**src/rtl/decoder_scan_sequencer.sv**
```systemverilog
// Scan sequencer for a 3-to-8 decoder. It walks the enabled channels in ascending
// order and holds each one for DWELL cycles, in single-pass or continuous mode.
module decoder_scan_sequencer #(
  parameter int DWELL = 4
) (
  input  logic       clk,
  input  logic       rst,
  input  logic       start,
  input  logic       stop,
  input  logic [7:0] mask,
  input  logic       cont,
  output logic [2:0] A,
  output logic       E,
  output logic       busy,
  output logic       done
);

  typedef enum logic [1:0] {
    IDLE = 2'd0,
    SCAN = 2'd1,
    FIN  = 2'd2
  } state_t;

  localparam logic [7:0] DWELL_LAST = 8'(DWELL - 1);

  state_t     state_q, state_d;
  logic [2:0] a_q, a_d;
  logic       e_q, e_d;
  logic       busy_q, busy_d;
  logic       done_q, done_d;
  logic [7:0] cnt_q, cnt_d;
  logic [7:0] mask_q, mask_d;
  logic       cont_q, cont_d;

  // Index of the lowest set bit; the caller guarantees m is nonzero.
  function automatic logic [2:0] lowest_bit(input logic [7:0] m);
    logic [2:0] r;
    r = 3'd0;
    for (int i = 7; i >= 0; i--) begin
      if (m[i]) r = 3'(i);
    end
    return r;
  endfunction

  // {found, index} of the lowest set bit strictly above cur.
  function automatic logic [3:0] next_above(input logic [7:0] m, input logic [2:0] cur);
    logic [3:0] r;
    r = 4'd0;
    for (int i = 7; i >= 0; i--) begin
      if (i > int'(cur) && m[i]) r = {1'b1, 3'(i)};
    end
    return r;
  endfunction

  logic [3:0] nxt;
  assign nxt = next_above(mask_q, a_q);

  always_comb begin
    state_d = state_q;
    a_d     = a_q;
    e_d     = e_q;
    busy_d  = busy_q;
    cnt_d   = cnt_q;
    mask_d  = mask_q;
    cont_d  = cont_q;
    // done trails the FIN state by one register stage
    done_d  = (state_q == FIN);

    unique case (state_q)
      IDLE: begin
        e_d    = 1'b0;
        busy_d = 1'b0;
        if (start && !stop) begin
          if (mask != 8'd0) begin
            mask_d  = mask;
            cont_d  = cont;
            a_d     = lowest_bit(mask);
            e_d     = 1'b1;
            busy_d  = 1'b1;
            cnt_d   = 8'd0;
            state_d = SCAN;
          end else begin
            state_d = FIN;
          end
        end
      end

      SCAN: begin
        if (stop) begin
          e_d     = 1'b0;
          busy_d  = 1'b0;
          cnt_d   = 8'd0;
          state_d = IDLE;
        end else if (cnt_q == DWELL_LAST) begin
          cnt_d = 8'd0;
          if (nxt[3]) begin
            a_d = nxt[2:0];
          end else if (cont_q) begin
            // wrap; with a single enabled bit this restarts the same channel
            a_d = lowest_bit(mask_q);
          end else begin
            e_d     = 1'b0;
            busy_d  = 1'b0;
            state_d = FIN;
          end
        end else begin
          cnt_d = cnt_q + 8'd1;
        end
      end

      FIN: begin
        e_d     = 1'b0;
        busy_d  = 1'b0;
        state_d = IDLE;
      end

      default: begin
        e_d     = 1'b0;
        busy_d  = 1'b0;
        state_d = IDLE;
      end
    endcase
  end

  always_ff @(posedge clk or posedge rst) begin
    if (rst) begin
      state_q <= IDLE;
      a_q     <= 3'd0;
      e_q     <= 1'b0;
      busy_q  <= 1'b0;
      done_q  <= 1'b0;
      cnt_q   <= 8'd0;
      mask_q  <= 8'd0;
      cont_q  <= 1'b0;
    end else begin
      state_q <= state_d;
      a_q     <= a_d;
      e_q     <= e_d;
      busy_q  <= busy_d;
      done_q  <= done_d;
      cnt_q   <= cnt_d;
      mask_q  <= mask_d;
      cont_q  <= cont_d;
    end
  end

  assign A    = a_q;
  assign E    = e_q;
  assign busy = busy_q;
  assign done = done_q;

endmodule

```
**config.mk**
```make
export PLATFORM = sky130hd
export DESIGN_NAME = decoder_scan_sequencer
export DESIGN_NICKNAME = d
export VERILOG_FILES = /design/src/rtl/decoder_scan_sequencer.sv
export SDC_FILE = /design/constraint.sdc
export NUM_CORES = 1
export LEC_CHECK = 0
export ABC_CLOCK_PERIOD_IN_PS = 2000
export CORE_ASPECT_RATIO = 0.75
export CORE_MARGIN = 2
export CORE_UTILIZATION = 30
export DETAILED_ROUTE_END_ITERATION = 10
export PLACE_DENSITY = 0.48
export SLEW_MARGIN = 20
export SYNTH_ARGS = -nofsm -noshare
export SYNTH_HDL_FRONTEND = slang
export SYNTH_SLANG_ARGS = --single-unit
```
**constraint.sdc**
```tcl
create_clock -name clk -period 2 [get_ports clk]
set_clock_uncertainty 0.05 [all_clocks]
set_input_delay 0.3 -clock clk [delete_from_list [all_inputs] [get_ports clk]]
set_output_delay 0.3 -clock clk [all_outputs]
set_load 0.03 [all_outputs]
```
---- Word-level counts from Yosys, hierarchy flattened ----
Cells that the tools add are included.
word-level totals
  bits of input ports ..................... 13
  flip-flop bits (word level) ............. 24
cells by class
  muxes and demuxes ....................... 49
  reduce and logical (&&, ||, !) cells .... 17
  $lt $le $gt $ge ......................... 7
  add/subtract/negate cells ............... 1
  eq/ne operators ......................... 11
operators with widths
  kind                 number
  $mux 3               22
  $mux 8               4
  $mux 4               7
  $pmux 8 s2           1
  $gt 3x3->1 const A   4
  $mux 2               6
  $ne 3x3->1 const B   4
  $reduce_and 3->1     3
  $add 8x1->8 const B  1
  $eq 8x2->1 const B   1
  $logic_and 1x1->1    8
  $ne 2x2->1 const B   4
  $reduce_bool 8->1    1
  $gt 2x3->1 const A   2
  $mux 1               6
  $pmux 3 s2           1
  $reduce_and 6->1     1
  $pmux 2 s2           1
  $reduce_and 4->1     1
  $gt 1x3->1 const A   1
  $eq 2x1->1 const B   1
  $eq 2x2->1 const B   1
  $logic_not 2->1      1
  $pmux 1 s2           1
  other kinds (2)      2

---- Logic depth before layout (Yosys ltp) ----
Gate-level depths: netlist (run 1).
  depth after elaboration ................. 13
  mapped depth ............................ 6

---- Least setup slack after synthesis (run 1) ----
Ideal clock, no wire load.
  path type ............................... reg2reg
  start point ............................. register a_q[1], in the netlist A[1]
  end point ............................... register a_q[1], in the netlist A[1]
  arrival ................................. 1865 ps
  clock period less this slack ............ 2040 ps
  library setup time ...................... 125 ps
  stages on the path, launching flop included .. 7
  setup slack ............................. -40 ps
  cell sequence ........................... dfrtp_1 buf_4 a21boi_0 o21ai_0 nand4_1 o31ai_4 mux2_2
on the way
  longest elaborated chain between the ends .. 13
  elaborated cells on any way between the ends .. 27
RTL lines
  what                    RTL line  source
  start, declared         27        logic [2:0] a_q, a_d;
  start signal, assigned  128       a_q <= 3'd0;
  start signal, assigned  137       a_q <= a_d;
  $gt 3x3->1              50        if (i > int'(cur) && m[i]) r = {1'b1, 3'(i)};
  $logic_and 1x1->1       50
  $mux 4 (6 in a row)     50
  $mux 4 *                50
  $mux 3                  96        if (nxt[3]) begin
  $mux 3                  94        end else if (cnt_q == DWELL_LAST) begin
  $mux 3                  89        if (stop) begin
  $pmux 3 s2              69        unique case (state_q)
Every way passes the cells marked *; elsewhere a longest branch is shown, timed or not. The select of a mux whose other input is x is not followed.
A chain may end at the register's enable or synchronous reset.

---- Worst setup path after layout (run 1) ----
  start point ............................. input port mask[4]
  end point ............................... register cnt_q[4]
on the way
  longest elaborated chain between the ends .. 3
RTL lines
  what                               RTL line  source
  start, declared                    10        input logic [7:0] mask,
  $reduce_bool 8->1                  74        if (mask != 8'd0) begin
  $ne 2x2->1 (no source line)        n/a
  $reduce_and 3->1 (no source line)  n/a
  end signal, assigned               141       cnt_q <= cnt_d;
  end, declared                      31        logic [7:0] cnt_q, cnt_d;
No other way between the ends.

==> results of run 1 <==
sequential cells by signal (all words and copies together) (netlist names):
name / flops
state_q: 2
cnt_q: 8
busy: 1
done: 1
mask_q: 8
A: 3
cont_q: 1
report_power, final:
part	leakage, nW	switching (mW)	internal (mW)
sequential	0.306	0.0880	0.564
clock	0.0357	0.153	0.268
combinational	0.504	0.319	0.330
total	0.846	0.559	1.16
per-layer routing:
layer	GRT usage [%]	wire length [um]
met5	0	0
met4	2.22	12
met3	4.01	147
met2	20.0	1460
met1	21.1	1890
worst register-to-register path: stages, from the launching register on:
cell and delay, ps:
dfrtp_1 390, nor2b_1 130, o21ai_0 240, nand4_1 140, buf_4 190, o31ai_4 280
mux2_2 370
synthesized netlist by cell type (all sizes together) (3+ instances only):
master,number,area (sq um)
a21oi,6,30.0
buf,4,30.0
dfrtp,24,601
inv,8,30.0
mux2,10,113
nand2,10,37.5
nand2b,4,25.0
nor2,18,70.1
nor2b,3,18.8
nor3,3,15.0
o2111ai,3,26.3
o21ai,12,67.6
o31ai,4,43.8
or4,3,30.0
xor2,5,43.8
worst max path at each step:
stage / slack (ps) / cells past startpoint / startpoint / endpoint
after floorplan: 50 / 6 / A[1] / A[1]
after global placement: -210 / 6 / mask[4] / cnt_q[6]
after detailed placement: -250 / 6 / mask[4] / cnt_q[7]
after CTS: 40 / 5 / A[0] / A[1]
after global routing: -10 / 6 / mask_q[6] / A[1]
final: 40 / 6 / mask[4] / cnt_q[4]
metrics by stage:
stage	power (mW)	setup TNS (ps)	hold WS, ps	instance area [sq um]	util (%)
global route	1.84	-13.0	353	1970	43.3
finish	1.72	0	328	1970	43.3
detailed placement	1.30	-3840	469	1880	41.4
global placement	1.30	-3190	460	1880	41.4
CTS	1.73	0	333	1950	42.9
floorplan	1.03	0	264	1450	-
area by class of cell:
cell class | instances | area [sq um]
multi-input combinational | 113 | 792
timing repair buffer | 47 | 398
clock buffer | 3 | 41.3
fill | 415 | 2580
inverter | 8 | 30.0
sequential | 24 | 604
clock inverter | 1 | 30.0
tap | 57 | 71.3
kinds of logic after synthesis:
logic type | count (synthesis) | synth area share, %
AND/OR/NAND/NOR | 55 | 20.2
AO/OA/AOI/OAI | 42 | 22.5
flip-flops | 24 | 41.5
buffers and inverters | 12 | 4.15
multiplexers | 10 | 7.79
XOR/XNOR | 5 | 3.03
adder cells (fa/ha/maj) | 1 | 0.865
timing repair:
action	in CTS	in global routing
buffers inserted	0	1
setup endpoints to repair	0	6
resized for setup	0	3
==> out/metrics.csv, run 1 <==
stage,metric,value,unit
status,outcome,finished clean,
setup_path,crit-path cells,clkdlybuf4s50_1 > or4_4 > o211a_4 > o2111ai_2 > xor2_1 > nor2_1,
setup_path,CP Launch Type,input pin,
sta,Final Hold Viols,0,
power_and_ir_drop,Max VDD drop,517,uV
setup_path,CP peak stage delay,580,ps
floorplan,CORE AREA,0.00455,sq mm
sta,Max Slew Vio Count,0,
setup_path,FF-to-FF path depth,6,
setup_path,worst r2r src,mask_q[4],
clocking,Max clock buf depth,2,
placement,post-place setup slack,-250,ps
finish,area grow syn2layout,36.0,%
logic_synthesis,number of flops mapped to enable cells by yosys,0,
setup_path,Critical Path AT,2060,ps
global_routing,number of global-route vias before repair,1264,
floorplan,I/O pins,19,
logic_synthesis,synthesized area,0.00145,sq mm
logic_synthesis,post-synthesis cell type count,40,
clocking,Worst-Skew Late Latency,270,ps
clocking,htree depth,1,
logic_synthesis,"Seq/Total Area, Yosys",41.5,%
sta,fin worst setup slack,38.6,ps
global_routing,first-pass GRT wire length,6020,um
sta,Slew @ Worst Pin,423,ps
logic_synthesis,Synth async-reset ratio,100,%
clocking,Clock Sinks,24,
floorplan,die area,0.00540,sq mm
clocking,root buf cell,clkbuf_8,
floorplan,cell row count,21,
finish,"leading cell type in the layout, fill and taps excluded",buf_4,
setup_path,flop-to-flop setup slack,110,ps
flow_run,max_cap viols,0,
setup_path,Worst Path Buf+Inv,1,
detailed_routing,DR pass1 iterations,4,
placement,Inst Count DP,248,
global_routing,GRT overflow,0,
power_and_ir_drop,PD cells,875,mW/mm^2
sta,Fmax achieved,510,MHz
setup_path,cell family with most CP delay,simple AND/OR/NAND/NOR gates,
placement,port buffer count,18,
placement,post-DP HPWL,2790,um
setup_path,Worst EP required,2100,ps
logic_synthesis,cells after synthesis,149,
clocking,CTS buffer count,3,
detailed_routing,WL/cell,13.9,um
clocking,TritonCTS clock tree,done,
placement,gpl congestion,0.881,
finish,most frequent cells in the layout,"buf_4 (29), dfrtp_1 (21), clkdlybuf4s50_1 (18)",
global_routing,pin count of the biggest net entering global routing,25,
sta,Final period util,98.1,%
floorplan,Die Wd,84.2,um
logic_synthesis,Avg Inst Size Synth,9.71,sq um
logic_synthesis,synth warn,0,
hold_path,Worst Hold Class,input pin to asynchronous set/reset pin,
detailed_routing,1st-iter DRT viols,38,
finish,Finished Layout Cells,253,
setup_path,reg2reg end,A[1],
setup_path,crit path capture type,flip-flop,
finish,Antenna Cells,0,
sta,Setup-failing EPs final,0,
logic_synthesis,top_reg_cell synth,dfrtp_1,
sta,Slew headroom,71.7,%
floorplan,Initial Util,31.8,%
finish,nets,211,
setup_path,slowest CP cell,or4_4,
detailed_routing,vias per cell,4.96,
detailed_routing,drc violations,0,
logic_synthesis,register bit total from synthesis,24,
finish,layout cells sized above 1,29.1,%
setup_path,Setup CP Type,input pin to flip-flop,
detailed_routing,Vias,1254,
global_routing,initial antenna violation count,0,
detailed_routing,final wirelength,3520,um
setup_path,critical-path maximum fanout,6,
detailed_routing,Final ANT Viol Nets,0,
global_routing,GRT Total Usage,14.0,%
sta,Final Critical Period,1960,ps
clocking,clock slew at reported path FFs,90,ps
floorplan,die span in y,64.1,um
logic_synthesis,Mapped Nets,163,
power_and_ir_drop,Leak Pwr,0.846,nW
clocking,cts hold-fix bufs,0,
No activity file was read; power rests on OpenSTA's default activity.
==> run 2, diff against run 1 <==
- ABC_CLOCK_PERIOD_IN_PS: 2000 -> 1700
- PLACE_DENSITY: 0.48 -> 0.49
- clock period: 2 -> 1.7 ns (I/O delays scaled with it)
==> run 2 against run 1 <==
  * The flow now finishes with violations (negative setup slack)
  * Worst setup slack worse by 180 ps
  * Critical path depth stayed put
  * Via count is 5.3% higher
  * First-iteration DRC count is 140% higher
  * Utilization is 4.9 points higher
  * Combinational power is 30% higher
  * Cell area is 11% higher
  * Critical endpoint is now A[2]
  * Largest cell class unchanged
==> out/metrics.csv, run 2 (synthesized netlist as in run 1, its figures left out) <==
stage,metric,value,unit,change
global_routing,GRT overflow,0,,unchanged
sta,Fmax achieved,542,MHz,
sta,Slew @ Worst Pin,480,ps,was 423 ps
placement,post-DP HPWL,2920,um,was 2790 um
global_routing,first-pass GRT wire length,6700,um,was 6020 um
sta,Final period util,109,%,
floorplan,CORE AREA,0.00455,sq mm,unchanged
finish,Finished Layout Cells,269,,was 253
power_and_ir_drop,Total Power,2.16,mW,was 1.72 mW
finish,layout cells sized above 1,40.6,%,was 29.1%
sta,Final Hold Viols,0,,unchanged
setup_path,Setup CP Type,flip-flop to flip-flop,,was input pin to flip-flop
setup_path,slowest CP cell,dfrtp_1,,was or4_4
global_routing,pin count of the biggest net entering global routing,25,,unchanged
finish,nets,227,,was 211
sta,Final Critical Period,1850,ps,
floorplan,I/O pins,19,,unchanged
global_routing,GRT Total Usage,15.6,%,was 14.0%
setup_path,CP Launch Type,flip-flop,,was input pin
detailed_routing,drc violations,0,,unchanged
placement,post-place setup slack,-511,ps,was -250 ps
power_and_ir_drop,switching part of the total,33.7,%,was 32.5%
finish,Antenna Cells,0,,unchanged
setup_path,CP peak stage delay,440,ps,was 580 ps
detailed_routing,Vias,1320,,"was 1,254"
floorplan,die span in y,64.1,um,unchanged
clocking,CTS buffer count,3,,unchanged
clocking,TritonCTS clock tree,done,,unchanged
global_routing,number of global-route vias before repair,1365,,"was 1,264"
sta,TNS Setup,-422,ps,was 0 ps
power_and_ir_drop,Logic pwr share,39.1,%,was 37.7%
placement,Inst Count DP,259,,was 248
setup_path,Critical Path AT,1950,ps,was 2060 ps
power_and_ir_drop,P_int,1.43,mW,was 1.16 mW
setup_path,Worst EP required,1800,ps,was 2100 ps
power_and_ir_drop,PD cells,984,mW/mm^2,was 875 mW/mm^2
clocking,clock slew at reported path FFs,100,ps,was 90 ps
setup_path,critical-path maximum fanout,4,,was 6
placement,gpl congestion,0.831,,was 0.881
detailed_routing,DR pass1 iterations,4,,unchanged
finish,"leading cell type in the layout, fill and taps excluded",buf_4,,unchanged
global_routing,initial antenna violation count,0,,unchanged
setup_path,crit-path cells,a21boi_2 > o21ai_2 > nand4_1 > buf_6 > o31ai_4 > mux2_4,,was clkdlybuf4s50_1 > or4_4 > o211a_4 > o2111ai_2 > xor2_1 > nor2_1
finish,most frequent cells in the layout,"buf_4 (42), dfrtp_1 (21), nor2_1 (15)",,"was buf_4 (29), dfrtp_1 (21), clkdlybuf4s50_1 (18)"
status,outcome,"finished, violations left",,was finished clean
clocking,Max clock buf depth,2,,unchanged
sta,Setup-failing EPs final,4,,was 0
sta,Final Hold Slack,275,ps,was 328 ps
power_and_ir_drop,Max VDD drop,478,uV,was 517 uV
floorplan,die area,0.00540,sq mm,unchanged
clocking,htree depth,1,,unchanged
sta,Max Slew Vio Count,0,,unchanged
detailed_routing,final wirelength,3870,um,was 3520 um
sta,RSZ-0062 raised after global routing,true,,
detailed_routing,1st-iter DRT viols,91,,was 38
setup_path,crit path capture type,flip-flop,,unchanged
status,failing checks,negative setup slack,,
finish,area grow syn2layout,51.5,%,was 36.0%
power_and_ir_drop,Net Sw Power,726,uW,was 559 uW
detailed_routing,WL/cell,14.4,um,was 13.9 um
flow_run,max_cap viols,0,,unchanged
floorplan,cell row count,21,,unchanged
power_and_ir_drop,Leak Pwr,1.00,nW,was 0.846 nW
floorplan,Die Wd,84.2,um,unchanged
sta,fin worst setup slack,-146,ps,was 38.6 ps
clocking,root buf cell,clkbuf_8,,unchanged
detailed_routing,Final ANT Viol Nets,0,,unchanged
floorplan,Initial Util,31.8,%,unchanged
power_and_ir_drop,sequential share of power,37.3,%,was 37.9%
clocking,Worst-Skew Late Latency,280,ps,was 270 ps
clocking,Clock Sinks,24,,unchanged
placement,port buffer count,18,,unchanged
detailed_routing,vias per cell,4.91,,was 4.96
hold_path,Worst Hold Class,input pin to asynchronous set/reset pin,,unchanged
power_and_ir_drop,Clock power frac,23.6,%,was 24.4%
sta,Slew headroom,67.5,%,was 71.7%
==> run 2: changes by cell type in the layout (fill, tap and decap cells not counted), moves of 3 or more <==
cell and delta:
buf_6 +3, o21ai_0 -4, dlygate4sd2_1 +6, buf_4 +13, clkdlybuf4s50_1 -13, clkdlybuf4s15_1 +5
==> run 2: path summary, 6_finish.rpt <==
check	start	end	slack, ps	cells after the start
hold / removal	rst	mask_q[5]	280	3
max in group asynchronous	rst	A[0]	1050	3
setup reg to reg	mask_q[6]	A[2]	-150	6
hold reg to reg	state_q[0]	done	450	1
min in group clk	mask[1]	mask_q[1]	350	4
setup / recovery	mask_q[6]	A[2]	-150	6
==> run 2: timing repair <==
item | 4_1_cts | 5_1_grt
buffers inserted | 5 | 1
pin swaps | 10 | 12
endpoints found under the setup margin | 24 | 17
hold buffers | 0 | 0
gates resized for setup | 22 | 18
==> run 2: power groups by stage <==
| stage | Combinational [mW] | Clock (mW) | Sequential, mW |
|---|---|---|---|
| after floorplan | 0.438 | 0 | 0.815 |
| after global placement | 0.783 | 0 | 0.801 |
| after detailed placement | 0.796 | 0 | 0.807 |
| after CTS | 0.812 | 0.520 | 0.794 |
| after global routing | 0.930 | 0.547 | 0.824 |
| final | 0.843 | 0.509 | 0.804 |
==> run 2: metal layers <==
layer | wire length [um] | global-route usage (%)
met5 | 0 | 0
met4 | 18 | 2.62
met3 | 153 | 3.75
met2 | 1640 | 23.7
met1 | 2050 | 22.9
==> run 2: area by class of cell <==
class | count | area [sq um]
Clock buffer | 3 | 41.3
Clock inverter | 1 | 30.0
Fill cell | 434 | 2350
Inverter | 8 | 30.0
Multi-Input combinational cell | 113 | 887
Sequential cell | 24 | 604
Tap cell | 57 | 71.3
Timing Repair Buffer | 63 | 527
==> run 2: stage by stage <==
stage / instance area (sq um) / util, %
after floorplan: 1480 / -
after global placement: 1990 / 43.7
after global routing: 2190 / 48.2
final: 2190 / 48.2
after detailed placement: 1990 / 43.7
after CTS: 2130 / 46.8
==> run 2: critical path, delay by kind of cell, from the launching register on <==
family | cells | cell delay (ps)
buffers and inverters | 1 | 150
AO/OA/AOI/OAI | 3 | 630
multiplexers | 1 | 330
AND/OR/NAND/NOR | 1 | 120
flip-flops | 1 | 440
